$ cat src/rtl/cpu_pkg.sv
// Shared CPU constants: fetch FSM states, MIPS opcode/funct encodings, NOP.
package cpu_pkg;

  typedef enum logic [1:0] {
    ST_IDLE = 2'd0,
    ST_REQ  = 2'd1,
    ST_DONE = 2'd2,
    ST_HALT = 2'd3
  } fetch_state_t;

  localparam logic [5:0] OP_RTYPE  = 6'h00;
  localparam logic [5:0] OP_REGIMM = 6'h01;
  localparam logic [5:0] OP_J      = 6'h02;
  localparam logic [5:0] OP_JAL    = 6'h03;
  localparam logic [5:0] OP_BEQ    = 6'h04;
  localparam logic [5:0] OP_BNE    = 6'h05;
  localparam logic [5:0] FN_JR     = 6'h08;
  localparam logic [5:0] FN_JALR   = 6'h09;

  localparam logic [31:0] NOP = 32'h0;

  function automatic logic [31:0] byte_swap(input logic [31:0] w);
    return {w[7:0], w[15:8], w[23:16], w[31:24]};
  endfunction

endpackage

$ cat src/rtl/instruction_fetch_if.sv
// Avalon-MM read port between the fetch stage (master) and instruction memory (slave).
interface instruction_fetch_if;
    logic [31:0] avm_address;
    logic        avm_read;
    logic [3:0]  avm_byteenable;
    logic        avm_waitrequest;
    logic [31:0] avm_readdata;

    modport master (
        output avm_address, avm_read, avm_byteenable,
        input  avm_waitrequest, avm_readdata
    );

    modport slave (
        input  avm_address, avm_read, avm_byteenable,
        output avm_waitrequest, avm_readdata
    );
endinterface

$ cat src/rtl/instruction_fetch.sv
// Multicycle MIPS fetch stage: reads the word at pc over Avalon, stalls the PC
// unit until it arrives, and exposes the decoded instruction fields.
module instruction_fetch
    import cpu_pkg::*;
#(
    parameter int TIMEOUT_CYCLES = 255,
    parameter bit ENDIAN_SWAP    = 1'b0
) (
    input  logic                clk,
    input  logic                rst,
    input  logic [31:0]         pc,
    input  logic                fetch_req,
    instruction_fetch_if.master avm,
    output logic                stall,
    output logic [31:0]         instr,
    output logic                instr_valid,
    output logic [5:0]          opcode,
    output logic [4:0]          rs,
    output logic [4:0]          rt,
    output logic [4:0]          rd,
    output logic [4:0]          shamt,
    output logic [5:0]          funct,
    output logic [15:0]         imm16,
    output logic [25:0]         target26,
    output logic                fetch_error
);

    localparam int CW = (TIMEOUT_CYCLES == 0) ? 1 : $clog2(TIMEOUT_CYCLES + 1);
    localparam logic [CW-1:0] TO_LAST = CW'((TIMEOUT_CYCLES > 0) ? TIMEOUT_CYCLES - 1 : 0);

    fetch_state_t  r_state;
    logic [31:0]   r_addr;
    logic [31:0]   r_instr;
    logic [CW-1:0] r_count;
    logic          r_error;
    logic [31:0]   w_rdata;
    logic          w_timeout;

    assign w_rdata   = ENDIAN_SWAP ? byte_swap(avm.avm_readdata) : avm.avm_readdata;
    assign w_timeout = (TIMEOUT_CYCLES != 0) && (r_count == TO_LAST);

    always_ff @(posedge clk or negedge rst) begin
        if (!rst) begin
            r_state <= ST_IDLE;
            r_addr  <= '0;
            r_instr <= '0;
            r_count <= '0;
            r_error <= 1'b0;
        end else begin
            case (r_state)
                ST_IDLE: begin
                    if (fetch_req) begin
                        if (pc[1:0] == 2'b00) begin
                            r_addr  <= pc;
                            r_count <= '0;
                            r_state <= ST_REQ;
                        end else begin
                            r_error <= 1'b1;
                            r_state <= ST_HALT;
                        end
                    end
                end
                ST_REQ: begin
                    // A completing read wins over a timeout in the same cycle.
                    if (!avm.avm_waitrequest) begin
                        r_instr <= w_rdata;
                        r_state <= ST_DONE;
                    end else if (w_timeout) begin
                        r_error <= 1'b1;
                        r_state <= ST_HALT;
                    end else if (r_count != '1) begin
                        r_count <= r_count + 1'b1;
                    end
                end
                ST_DONE: r_state <= ST_IDLE;
                default: r_state <= ST_HALT;
            endcase
        end
    end

    assign avm.avm_address    = r_addr;
    assign avm.avm_read       = (r_state == ST_REQ);
    assign avm.avm_byteenable = (r_state == ST_REQ) ? 4'b1111 : 4'b0000;

    assign stall       = ((r_state == ST_IDLE) && fetch_req) || (r_state == ST_REQ) || (r_state == ST_HALT);
    assign instr_valid = (r_state == ST_DONE);
    assign fetch_error = r_error;

    assign instr    = r_instr;
    assign opcode   = r_instr[31:26];
    assign rs       = r_instr[25:21];
    assign rt       = r_instr[20:16];
    assign rd       = r_instr[15:11];
    assign shamt    = r_instr[10:6];
    assign funct    = r_instr[5:0];
    assign imm16    = r_instr[15:0];
    assign target26 = r_instr[25:0];

endmodule

$ cat src/flat_wrapper.sv
// flat-port wrapper written by rule: the top's interface ports become plain ports
module instruction_fetch_flat import cpu_pkg::*;
#(
    parameter int TIMEOUT_CYCLES = 255,
    parameter bit ENDIAN_SWAP    = 1'b0
)
  (clk, rst, pc, fetch_req, stall, instr, instr_valid, opcode, rs, rt, rd, shamt, funct, imm16, target26, fetch_error, avm_avm_address, avm_avm_read, avm_avm_byteenable, avm_avm_waitrequest, avm_avm_readdata);
  instruction_fetch_if avm_i ();
  input  logic clk;
  input  logic rst;
  input  logic [31:0] pc;
  input  logic fetch_req;
  output logic stall;
  output logic [31:0] instr;
  output logic instr_valid;
  output logic [5:0] opcode;
  output logic [4:0] rs;
  output logic [4:0] rt;
  output logic [4:0] rd;
  output logic [4:0] shamt;
  output logic [5:0] funct;
  output logic [15:0] imm16;
  output logic [25:0] target26;
  output logic fetch_error;
  output wire logic [$bits(avm_i.avm_address)-1:0] avm_avm_address;
  output wire logic [$bits(avm_i.avm_read)-1:0] avm_avm_read;
  output wire logic [$bits(avm_i.avm_byteenable)-1:0] avm_avm_byteenable;
  input wire logic [$bits(avm_i.avm_waitrequest)-1:0] avm_avm_waitrequest;
  input wire logic [$bits(avm_i.avm_readdata)-1:0] avm_avm_readdata;
  assign avm_avm_address = avm_i.avm_address;
  assign avm_avm_read = avm_i.avm_read;
  assign avm_avm_byteenable = avm_i.avm_byteenable;
  assign avm_i.avm_waitrequest = avm_avm_waitrequest;
  assign avm_i.avm_readdata = avm_avm_readdata;
  instruction_fetch #(.TIMEOUT_CYCLES(TIMEOUT_CYCLES), .ENDIAN_SWAP(ENDIAN_SWAP)) u_core (.clk(clk), .rst(rst), .pc(pc), .fetch_req(fetch_req), .avm(avm_i), .stall(stall), .instr(instr), .instr_valid(instr_valid), .opcode(opcode), .rs(rs), .rt(rt), .rd(rd), .shamt(shamt), .funct(funct), .imm16(imm16), .target26(target26), .fetch_error(fetch_error));
endmodule
$ cat config.mk
export PLATFORM = sky130hd
export DESIGN_NAME = instruction_fetch_flat
export DESIGN_NICKNAME = d
export VERILOG_FILES = /design/src/rtl/cpu_pkg.sv /design/src/rtl/instruction_fetch_if.sv /design/src/rtl/instruction_fetch.sv /design/src/flat_wrapper.sv
export SDC_FILE = /design/constraint.sdc
export NUM_CORES = 1
export LEC_CHECK = 0
export CAP_MARGIN = 20
export CORE_MARGIN = 2
export CORE_UTILIZATION = 38
export DETAILED_ROUTE_END_ITERATION = 10
export GPL_TIMING_DRIVEN = 0
export PLACE_DENSITY = 0.91
export SKIP_LAST_GASP = 1
export SLEW_MARGIN = 20
export SYNTH_ARGS = -nofsm -noshare
export SYNTH_HDL_FRONTEND = slang
export SYNTH_SLANG_ARGS = --single-unit
export TNS_END_PERCENT = 10
$ cat constraint.sdc
create_clock -name clk -period 2.1 [get_ports clk]
set_input_delay 0.42 -clock clk [delete_from_list [all_inputs] [get_ports clk]]
set_output_delay 0.42 -clock clk [all_outputs]
set_load 0.01 [all_outputs]
Yosys cells after proc, flatten, opt, wreduce, memory -nomap -nowiden
Cells that the tools add are included.
{"block": "op_classes", "n_bitwise": 1, "add_sub_neg": 1, "eq_ne": 13, "reduce_logical": 11, "n_mux": 17}
{"operator": "2-to-1 mux 8 bit", "count": 5}
{"operator": "one-hot mux 8 bit (2 select lines)", "count": 1}
{"operator": "adder 8 x 1 -> 8 bit, second input constant", "count": 1}
{"operator": "== test 8 bit, second input constant", "count": 1}
{"operator": "2-to-1 mux 2 bit", "count": 4}
{"operator": "inequality test 2 x 1 -> 1 bit, second input constant", "count": 4}
{"operator": "inequality test 8 bit, second input constant", "count": 1}
{"operator": "inequality test 2 bit, second input constant", "count": 3}
{"operator": "one-hot mux 2 bit (3 select lines)", "count": 1}
{"operator": "AND reduction 6 bit", "count": 1}
{"operator": "AND reduction 5 bit", "count": 1}
{"operator": "== test 2 bit, second input constant", "count": 2}
{"operator": "zero test 2 bit", "count": 2}
{"operator": "2-to-1 mux 1 bit", "count": 4}
{"operator": "2-to-1 mux 4 bit", "count": 1}
{"operator": "AND reduction 2 bit", "count": 2}
{"operator": "inequality test 3 x 2 -> 1 bit, second input constant", "count": 1}
{"operator": "AND reduction 3 bit", "count": 1}
{"operator": "== test 2 x 1 -> 1 bit, second input constant", "count": 1}
{"operator": "logical OR 1 bit", "count": 2}
{"operator": "one-hot mux 1 bit (2 select lines)", "count": 1}
{"operator": "nonzero test 2 bit", "count": 1}
{"operator": "logical AND 1 bit", "count": 1}
{"operator": "inverter 1 bit", "count": 1}
{"block": "totals", "out_inout_bits": 146, "input_bits": 68, "register_bits": 75, "wordCells": 48}

Longest topological paths before layout
{"block": "depth", "ltp_word": 5, "mapped_depth": 6, "ltp_nobuf": 6}

Worst setup path before layout
Ideal clock, no wire load.
{"block": "synth_path", "kind": "reg2reg", "from": "reg u_core.r_count[0]", "to": "reg u_core.r_count[1]", "required_time_ns": 1.975, "period_less_slack_ns": 1.895, "setup_slack_ns": 0.205, "setup_ns": 0.125, "n_path_buf": 0, "arrival_ns": 1.770, "stages_incl_launch_ff": 7, "path_cell_list": "dfrtp_1 inv_1 ha_1 o211a_1 and2_4 a221oi_4 mux2_4"}
{"block": "synth_via", "elab_chain_cells": 5, "elab_cells_between_ends": 10, "classes_between": "add/sub (1); eq/ne (4); mux (4); reduce/logical (1)"}
{"item": "start: declaration", "line": "instruction_fetch.sv:34", "source": "logic [CW-1:0] r_count;"}
{"item": "start signal: assignment", "line": "instruction_fetch.sv:72", "source": "r_count <= r_count + 1'b1;"}
{"item": "adder 8 x 1 -> 8 bit", "line": "instruction_fetch.sv:72"}
{"item": "2-to-1 mux 8 bit", "line": "instruction_fetch.sv:71", "source": "end else if (r_count != '1) begin"}
{"item": "2-to-1 mux 8 bit", "line": "instruction_fetch.sv:68", "source": "end else if (w_timeout) begin"}
{"item": "2-to-1 mux 8 bit", "line": "instruction_fetch.sv:65", "source": "if (!avm.avm_waitrequest) begin"}
{"item": "one-hot mux 8 bit (2 select lines)", "line": "instruction_fetch.sv:50", "source": "case (r_state)"}
Parallel ways exist; a longest one is shown, timed or not. The select of a mux whose other input is x is not followed.
A chain may end at the register's enable or synchronous reset.

Worst setup path after layout
{"block": "layout_path", "from": "reg u_core.r_state[1]", "to": "out avm_avm_byteenable[2]"}
{"block": "layout_via", "elab_chain_cells": 2}
{"item": "start: declaration", "line": "instruction_fetch.sv:31", "source": "fetch_state_t r_state;"}
{"item": "start signal: assignment", "line": "instruction_fetch.sv:44", "source": "r_state <= ST_IDLE;"}
{"item": "start signal: assignment", "line": "instruction_fetch.sv:56", "source": "r_state <= ST_REQ;"}
{"item": "start signal: assignment", "line": "instruction_fetch.sv:59", "source": "r_state <= ST_HALT;"}
{"item": "== test 2 x 1 -> 1 bit", "line": "instruction_fetch.sv:83", "source": "assign avm.avm_byteenable = (r_state == ST_REQ) ? 4'b1111 : 4'b0000;"}
{"item": "2-to-1 mux 4 bit", "line": "instruction_fetch.sv:83"}
{"item": "end: declaration", "line": "flat_wrapper.sv:27", "source": "output wire logic [$bits(avm_i.avm_byteenable)-1:0] avm_avm_byteenable;"}
No other way between the ends.

==> impl_metrics.tcl <==
set metrics [dict create \
    outcome "finished with violations" \
    violations "setup timing" \
    critical_path_required_ns 1.68 \
    hpwl_mm 7.69 \
    grt_max_degree 40 \
    power_density_mw_per_mm2 1600 \
    p_total_uw 9870 \
    die_area_mm2 0.0103 \
    io_buffers 213 \
    syn_area_mm2 0.00361 \
    final_cell_area_mm2 0.00618 \
    grt_pass1_vias 2967 \
    fp.dieW_um 101 \
    path_cells "nand2b_4 > inv_6 > buf_4 > clkdlybuf4s50_1" \
    cts_root_buf "clkbuf_8" \
    clock-sinks 75 \
    antenna_cells 0 \
    die_h_um 101 \
    post_dp_cell_area_mm2 0.00592 \
    maxSlewViolCount 0 \
    fin_skew_ns 0.0121 \
    cts_buffer_depth 2 \
    drt_iter0_markers 75 \
    start_util_pct 39.1 \
    num_vias 2944 \
    yosys.cell_types.count 32 \
    wirelength_mm 9.69 \
    ant_nets 0 \
    multi_input_area_mm2 0.00110 \
    post-route-period-util_pct 100 \
    layout_commonest_cell "clkdlybuf4s50_1" \
    ctsHoldBuffers 0 \
    gp_congestion 0.901 \
    worst-setup-path-type "reg2out" \
    clk_pin_slew_worst_paths_ns 0.09 \
    cts_tree "yes" \
    seqCellArea_mm2 0.00188 \
    drtPass1Iterations 6 \
    drc 0 \
    synth_nets 352 \
    finalCriticalPeriod_ns 2.11 \
    finalWorstSetupSlack_ns -0.0102 \
    leakage_uw 0.00270 \
    dp.cells 625 \
    synth-seq-cells 75 \
    cpPeakStageDelay_ns 0.52 \
    cp_slowest_cell "clkdlybuf4s50_1" \
    stdcell_count 643 \
    hp-class "in2async" \
    grt_util_all_layers_pct 18.1 \
    layout-drive-gt1-share_pct 33.1 \
    cap_violations 0 \
    numCtsBuffers 9 \
    avgViaCountPerCell 4.58 \
    worstMarginPinSlew_ns 0.493 \
    hold_viol 0 \
    layout.nets 580 \
    num_io_pins 214 \
    wl_per_cell_um 15.1 \
    core_mm2 0.00924 \
    arrival_ns 1.69 \
    num-fill-cells 686 \
    end_kind "primary output" \
    clock_latency_ns 0.34 \
    setup_viol 3 \
    ys.warnings.count 0 \
    ctsHtreeMaxLevel 3 \
    syn_to_final_growth_pct 71.0 \
    grt_pass1_wl_mm 14.6 \
    worst-path-max-fanout 11 \
    syn_inst 282 \
    layout_common_cells "clkdlybuf4s50_1, buf_4, dfrtp_1" \
    rows 35 \
    rsz0062_at_grt "true" \
    finish.utilization_pct 66.8 \
    fmax_mhz 474 \
    relSlewSlack_pct 67.1 \
    gr-total-overflow 0 \
    antenna_found_initial 0 \
    critPathLaunchType "register" \
    ir_drop_v 0.000642 \
    avgSynthCellArea_um2 12.8 \
    ys_seq_area_share_pct 52.0 \
]
-- layer usage --
layer / part of all wire, % / vias to the layer above / GRT usage (%)
met1: 38 / 1415 / 20.5
met5: 0 / - / 0
met3: 9.6 / 18 / 6.56
li1: - / 1345 / -
met4: 1.8 / 0 / 6.34
met2: 51 / 166 / 31.7
-- cells by family (layout without fill, tap and decap cells) --
logic type,count (synthesis),count (layout),share of synthesized area (%)
multiplexers,63,63,19.7
flip-flops,75,75,52.0
buffers and inverters,89,321,17.8
adder cells (fa/ha/maj),2,2,0.693
AND/OR/NAND/NOR,33,33,5.54
AO/OA/AOI/OAI,20,20,4.26
-- Yosys cell counts, drive strengths merged --
library cell  instances  area [um^2]
or3b                  1         8.76
and4                  1         11.3
nand3b                2         15.0
inv                   4         15.0
mux2                 63          713
nor4                  1         21.3
buf                  85          628
o21a                  2         15.0
dfrtp                75         1880
o211a                 1         10.0
or2                   1         6.26
o21ai                 2         10.0
o31a                  1         10.0
nand4                 3         18.8
o211ai                1         7.51
or3                   1         6.26
and2                  2         15.0
a41oi                 1         8.76
ha                    2         25.0
nand3                 3         15.0
a31oi                 6         37.5
a221oi                2         35.0
nand2                 6         22.5
nor2b                 3         18.8
nor2                  6         22.5
a21oi                 4         20.0
nand2b                3         18.8
-- layout make-up --
class | count | share of cell area (%)
inverters | 4 | 0.324
well taps | 129 | 2.61
plain buffers | 85 | 10.2
flip-flops and latches | 75 | 30.4
multi-input cells | 118 | 17.8
clock buffers | 10 | 2.23
repair buffers | 217 | 35.2
clock inverters | 5 | 1.26
-- report_power, final --
| part | total, uW | internal [uW] | switching [uW] |
|---|---|---|---|
| Combinational | 5930 | 3940 | 1990 |
| Sequential | 2730 | 2110 | 625 |
| Clock | 1210 | 692 | 518 |
-- critical path, delay by kind of cell (launching register included) --
family	cells	cell delay, ns
buffers and inverters	3	0.74
flip-flops	1	0.44
AND/OR/NAND/NOR	1	0.19
-- registers in the layout, summed over array words and instances (netlist names) --
register                cells
u_core.avm.avm_address     32
u_core.fetch_error          1
u_core.instr               32
u_core.r_count              8
u_core.r_state              2
-- worst paths after layout --
kind	from	to	slack, ns	cells after the start
max	u_core.r_state[1]$_DFFE_PN0P_	avm_avm_byteenable[2]	-0.01	4
max in group asynchronous	rst	u_core.avm.avm_address[14]$_DFFE_PN0P_	1.47	2
min in group clk	u_core.fetch_error$_DFFE_PN0P_	u_core.fetch_error$_DFFE_PN0P_	0.48	1
min reg2reg	u_core.fetch_error$_DFFE_PN0P_	u_core.fetch_error$_DFFE_PN0P_	0.48	1
min	rst	u_core.instr[17]$_DFFE_PN0P_	0.04	1
max reg2reg	u_core.r_count[1]$_DFFE_PN0P_	u_core.r_count[1]$_DFFE_PN0P_	0.02	5
-- repair_timing --
item | in CTS | in global routing
gates resized for setup | 7 | 1
cloned | 0 | 0
buffers inserted | 1 | 2
endpoints found under the setup margin | 6 | 6
-- metrics by stage --
step,setup slack (ns),setup TNS (ns),hold WS [ns]
after global routing,-0.0982,-0.374,0.0638
after floorplan,0.205,0,0.124
after detailed placement,-0.0768,-3.17,0.421
final,-0.0102,-0.0247,0.0401
after CTS,-0.0608,-0.188,0.0442
after global placement,-1.95,-150.00,0.460
Power figures use the tool's default switching activity.
